`src/rtl/sym_freq_count.sv`:
```
// sym_freq_count: per-symbol occurrence counter that streams (symbol, count) pairs after each block.
// Optional SYM_FREQ_SKIP_ZERO_EN: emit only nonzero pairs, tracked by a distinct-symbol counter.
module sym_freq_count #(
  parameter int DATA_WIDTH  = 4,
  parameter int COUNT_WIDTH = 8
) (
  input  logic                   clk,
  input  logic                   rst,
  input  logic [DATA_WIDTH-1:0]  sym_in,
  input  logic                   sym_valid,
  input  logic                   sym_last,
  output logic                   sym_ready,
  output logic [DATA_WIDTH-1:0]  out_sym,
  output logic [COUNT_WIDTH-1:0] out_count,
  output logic                   out_valid,
  output logic                   out_last,
  input  logic                   out_ready
);
  localparam int NUM_SYM = 1 << DATA_WIDTH;
  typedef enum logic [1:0] {IDLE, COUNT, DUMP} state_t;
  state_t r_state, w_next;
  logic [COUNT_WIDTH-1:0] r_cnt [NUM_SYM];
  logic [DATA_WIDTH-1:0]  r_idx;
  logic [COUNT_WIDTH-1:0] w_cur;
  logic w_dump, w_acc, w_hs, w_adv;
  assign w_dump    = r_state == DUMP;
  assign sym_ready = !w_dump;
  assign w_acc     = sym_valid & sym_ready;
  assign w_cur     = r_cnt[r_idx];
  assign w_hs      = out_valid & out_ready;
  assign out_sym   = w_dump ? r_idx : '0;
  assign out_count = w_dump ? w_cur : '0;
`ifdef SYM_FREQ_SKIP_ZERO_EN
  logic [DATA_WIDTH:0] r_distinct, r_emit;
  assign out_valid = w_dump && w_cur != '0;
  assign out_last  = out_valid && (r_emit + 1'b1 == r_distinct);
  // zero entries need no clear, so the index just walks past them
  assign w_adv     = w_hs | (w_dump & w_cur == '0);
  always_ff @(posedge clk) begin
    if (rst || (w_hs && out_last)) begin
      r_distinct <= '0;
      r_emit     <= '0;
    end else begin
      if (w_acc && r_cnt[sym_in] == '0) r_distinct <= r_distinct + 1'b1;
      if (w_hs) r_emit <= r_emit + 1'b1;
    end
  end
`else
  assign out_valid = w_dump;
  assign out_last  = w_dump && &r_idx;
  assign w_adv     = w_hs;
`endif
  always_ff @(posedge clk) begin
    if (rst) r_state <= IDLE;
    else     r_state <= w_next;
  end
  always_comb begin
    w_next = r_state;
    w_next = w_dump ? ((w_hs && out_last) ? IDLE : DUMP)
           : w_acc  ? (sym_last ? DUMP : COUNT)
           : r_state;
  end
  always_ff @(posedge clk) begin
    if (rst) begin
      for (int i = 0; i < NUM_SYM; i++) r_cnt[i] <= '0;
      r_idx <= '0;
    end else begin
      if (w_acc && r_cnt[sym_in] != '1) r_cnt[sym_in] <= r_cnt[sym_in] + 1'b1;
      if (w_hs) r_cnt[r_idx] <= '0;
      if (w_adv) r_idx <= (w_hs && out_last) ? '0 : r_idx + 1'b1;
    end
  end
endmodule
```
`config.mk`:
```
export PLATFORM = sky130hd
export DESIGN_NAME = sym_freq_count
export DESIGN_NICKNAME = d
export VERILOG_FILES = /design/src/rtl/sym_freq_count.sv
export SDC_FILE = /design/constraint.sdc
export NUM_CORES = 1
export LEC_CHECK = 0
export CAP_MARGIN = 20
export CORE_ASPECT_RATIO = 1.4
export CORE_MARGIN = 1
export CORE_UTILIZATION = 62
export DETAILED_ROUTE_END_ITERATION = 8
export GPL_ROUTABILITY_DRIVEN = 0
export PLACE_DENSITY = 0.78
export SYNTH_ARGS = -nofsm -noshare
export SYNTH_HDL_FRONTEND = slang
export SYNTH_SLANG_ARGS = --single-unit
```
`constraint.sdc`:
```
create_clock -name clk -period 5.2 [get_ports clk]
set_input_delay 0.52 -clock clk [delete_from_list [all_inputs] [get_ports clk]]
set_output_delay 0.52 -clock clk [all_outputs]
set_load 0.02 [all_outputs]
```
# == Word-level counts from Yosys, hierarchy flattened ==
# Memory sizes are Yosys's and may differ from the RTL's. A register that Yosys moved wholly into a read port is not among the register bits.
# Cells that the tools add are included.
# word_totals
mem_bits_rw,128
regBits,6
inputBits,9
output_inout_bits,15
mem_count,1
# memory_table
memory,depth,word_bits,read_ports,rd_clocked_by_memory_dff,write_ports,line_no,text
r_cnt,16,8,2,1,16,22,logic [COUNT_WIDTH-1:0] r_cnt [NUM_SYM];
# classes
add_sub_neg,2
n_eq_ne,2
muxes,23
bitwise,2
reduce_logical,8
# ops
op,n
4-bit 2-to-1 mux,6
8-bit 2-to-1 mux,3
8-bit OR reduction,2
1-bit 2-to-1 mux,10
"8-bit by 1-bit adder with 8-bit output, second input constant",1
2-bit 2-to-1 mux,4
"8-bit != test, second input constant",1
"4-bit by 1-bit adder with 4-bit output, second input constant",1
4-bit AND reduction,1
1-bit logical AND,3
1-bit bitwise AND,2
"2-bit equality test, second input constant",1
2-bit nonzero test,1
1-bit logical NOT,1

# == Logic depth before layout (Yosys ltp) ==
# logic_depth
ltp_word,10
mapped_depth,16
ltp_nobuf,10

# == Least setup slack after synthesis ==
# No wires, ideal clock.
# synth_path
path_kind,input-to-reg
from,input port sym_in[0]
to,memory r_cnt[4][0] (enable)
arrival_ns,3.422
setup_ns,0.375
path_stages,16
required_time_ns,4.825
setup_slack_ns,1.403
path_buffers,6
cell_sequence,buf_6 > buf_12 > buf_12 > buf_6 > mux4_2 > a22oi_1 > and3_1 > inv_1 > ha_1 > nand2_1 > nor2_1 > and4_4 > or2_1 > buf_2 > buf_4 > o21bai_1
# synth_lines
element,line_no,text
"start, declared",9,"input logic [DATA_WIDTH-1:0] sym_in,"
"end, declared",22,

==> metrics.txt <==
status=completed; Final Critical Period=~4000 ps; Avg Cell Area, Syn=roughly 14 um2; count of state elements after synthesis=138; Worst-Skew Late Latency=430 ps; max frequency=around 240 MHz; number of max-cap violations=0; worst path buffer plus inverter count=3; Worst EP required=between 5000 and 6000 ps; Crit path arrival time=slightly above 4000 ps; die area=roughly 13000 um2; Synth-to-Final Area Change=11.47%; critical path depth=12; Die W=a little under 100 um; Reg2Reg Setup Slack=1610 ps; Power Dens Cells=between 300 and 400 nW/um2; layout net count=592; Worst Setup EP=r_cnt[8][2]; setup_tns=0 ps; peak supply drop=around 0.29 mV; global-route wire length before repair=~33000 um; TritonCTS clock tree=yes; Worst Skew=8.745 ps; # clock sinks=138; Ports=24; Crit Reg-Reg Startpoint=r_cnt[7][0]; Final Hold Fails=0; Cell Rows=47; crit end category=flop; DR pass1 iterations=5; fin worst setup slack=between 1000 and 1500 ps; CTS Buf Count=17; fin area=8606 um2; vias in the first global route=5639; worst-margin pin slew=between 1000 and 1500 ps; HP Class=reg -> reg; Mapped Nets=about 580; CTS root buf=clkbuf_16; post-CTS setup buffer count=0; DR vias/cell=7.488; Synth Instances=roughly 570; Worst Reg2Reg Path Length in Cells=10; asr flop ratio synth=0%; pin count of the biggest net entering global routing=33; P_leak=between 2 and 3 nW; CP delay by family, top=buffers and inverters; final worst path period share=78.72%; Tot GR Track Use=between 30 and 40%; Worst-path clk slew=60 ps; worst-case clock buffer depth=2; Hold Path Depth=2; placed cell area=about 8000 um2; Synth Flop Type=edfxtp_1; Cell Area, Synth=just under 8000 um2; ANT nets after route=0; Setup WS pre-CTS=~700 ps; most frequent cells in the layout=128 x edfxtp_1, 98 x nor3_1, 66 x mux4_2, 32 x nor2_1, 31 x buf_4; setup violators final=0; Max Transition Viols Final=0; beginning of the critical path=sym_in[1]; fraction of layout cells with a size suffix above 1=roughly 25%; initial antenna violation count=0; # diodes=0; yosys warns=0; Die H=between 100 and 150 um; IO buf count=23; # hold bufs at CTS=0; drt initial violations=a little under 700; core area=~12000 um2; RSZ-0062 raised after global routing=no; CTS resizes=0; Post-DP HPWL=between 10000 and 15000 um; CP Launch Type=input port; # DRC=0; Max FO, Critical Path=15; GRT overflow=0; final WL=roughly 21000 um; number of synthesized flops with an enable pin=~130; initial cell density of the core=between 60% and 70%; DR vias=between 5000 and 6000; Setup CP Type=in -> reg; Seq/Total Area, Yosys=between 50% and 60%; CP max stage cell=clkdlybuf4s50_1; WL/cell=~29 um; CP peak stage delay=about 860 ps; Netlist cell types=46; relative slew slack=about 30%; Crit Reg-Reg Endpoint=r_cnt[8][2]; H-tree Lvls=4; most common cell after layout, fill and taps aside=edfxtp_1; Critical Path, Cell by Cell=clkdlybuf4s50_1 -> buf_4 -> mux4_2 -> nand3_1 -> and3_1 -> inv_1 -> ha_1 -> nand2_1 -> nor2_1 -> and4_4 -> or2_1 -> o21bai_1
## worst min-delay path by stage
stage / from / slack, ps / end
after floorplan: r_state[1] / 490 / r_state[1]
after global placement: r_state[1] / 510 / r_state[1]
after detailed placement: r_state[1] / 520 / r_state[1]
after CTS: r_state[1] / 540 / r_state[1]
after global routing: r_state[1] / 610 / r_state[1]
final: r_state[1] / 540 / r_state[1]
## cell families after synthesis
| group | Yosys count | synth area share, % |
|---|---|---|
| buf+inv | 66 | 4.668 |
| flops | 138 | 52.38 |
| xor+xnor | 6 | 0.7780 |
| simple gates | 221 | 15.30 |
| mux | 83 | 21.47 |
| compound gates | 52 | 5.073 |
| fa+ha+maj | 2 | 0.3241 |
## state kept, by name, summed over array words and instances (netlist names), named ones only
name and count:
r_cnt 128, r_state 2, r_idx 4
## metal layers
layer | wire length (um) | global-route usage, % | vias to the layer above
met1 | 7123 | 46.33 | 2730
met2 | 10730 | 58.75 | 434
met5 | 0 | 0 | -
met4 | 1224 | 21.08 | 0
met3 | 2235 | 7.880 | 109
li1 | - | - | 2261
## final cells by class
type / count / area, um2
tap: 147 / 183.9
clock buffer: 17 / 425.4
clock inverter: 13 / 155.1
multi-input combinational: 364 / 3316
fill: 791 / 3391
timing repair buffer: 54 / 457.9
sequential: 138 / 4045
inverter: 6 / 22.52
## metrics by stage
step	total power [mW]	util, %	instances	hold slack (ps)
detailed placement	1.646	66.90	709	522.4
global placement	1.636	66.90	709	513.3
floorplan	1.536	-	568	486.9
finish	2.859	71.74	739	537.1
CTS	2.838	71.74	739	538.5
global route	2.913	71.74	739	609.4
## power breakdown
part / leakage (nW) / switching [mW] / total (mW) / internal, mW
Clock: 0.292 / 0.474 / 1.22 / 0.744
Combinational: 1.16 / 0.219 / 0.348 / 0.128
Sequential: 1.40 / 0.0351 / 1.29 / 1.26
## worst min-delay path: stages, from the launching register on
cell and delay (ps):
dfxtp_1 360, a22oi_1 80, nor2_1 70
## synth_stat cells (5+ instances only)
master,number,share of area (%)
buf_2,7,0.45
nor3_2,14,1.8
xor2_1,5,0.57
o21ai_0,6,0.39
edfxtp_1,128,50
dfxtp_1,10,2.6
clkbuf_1,32,1.6
and2_1,16,1.3
nand3_1,11,0.71
mux2i_1,16,2.1
o21bai_1,16,1.6
nor2b_1,6,0.49
nand2_1,22,1.1
buf_1,5,0.24
buf_6,5,0.73
nor3_1,98,6.4
a21oi_1,6,0.39
nor2_1,32,1.6
or2_1,5,0.41
a22oi_1,6,0.58
mux4_2,66,19
inv_1,6,0.29
buf_4,9,0.88
a221oi_1,7,0.79
Note: power is estimated with default switching activity, not from simulation.
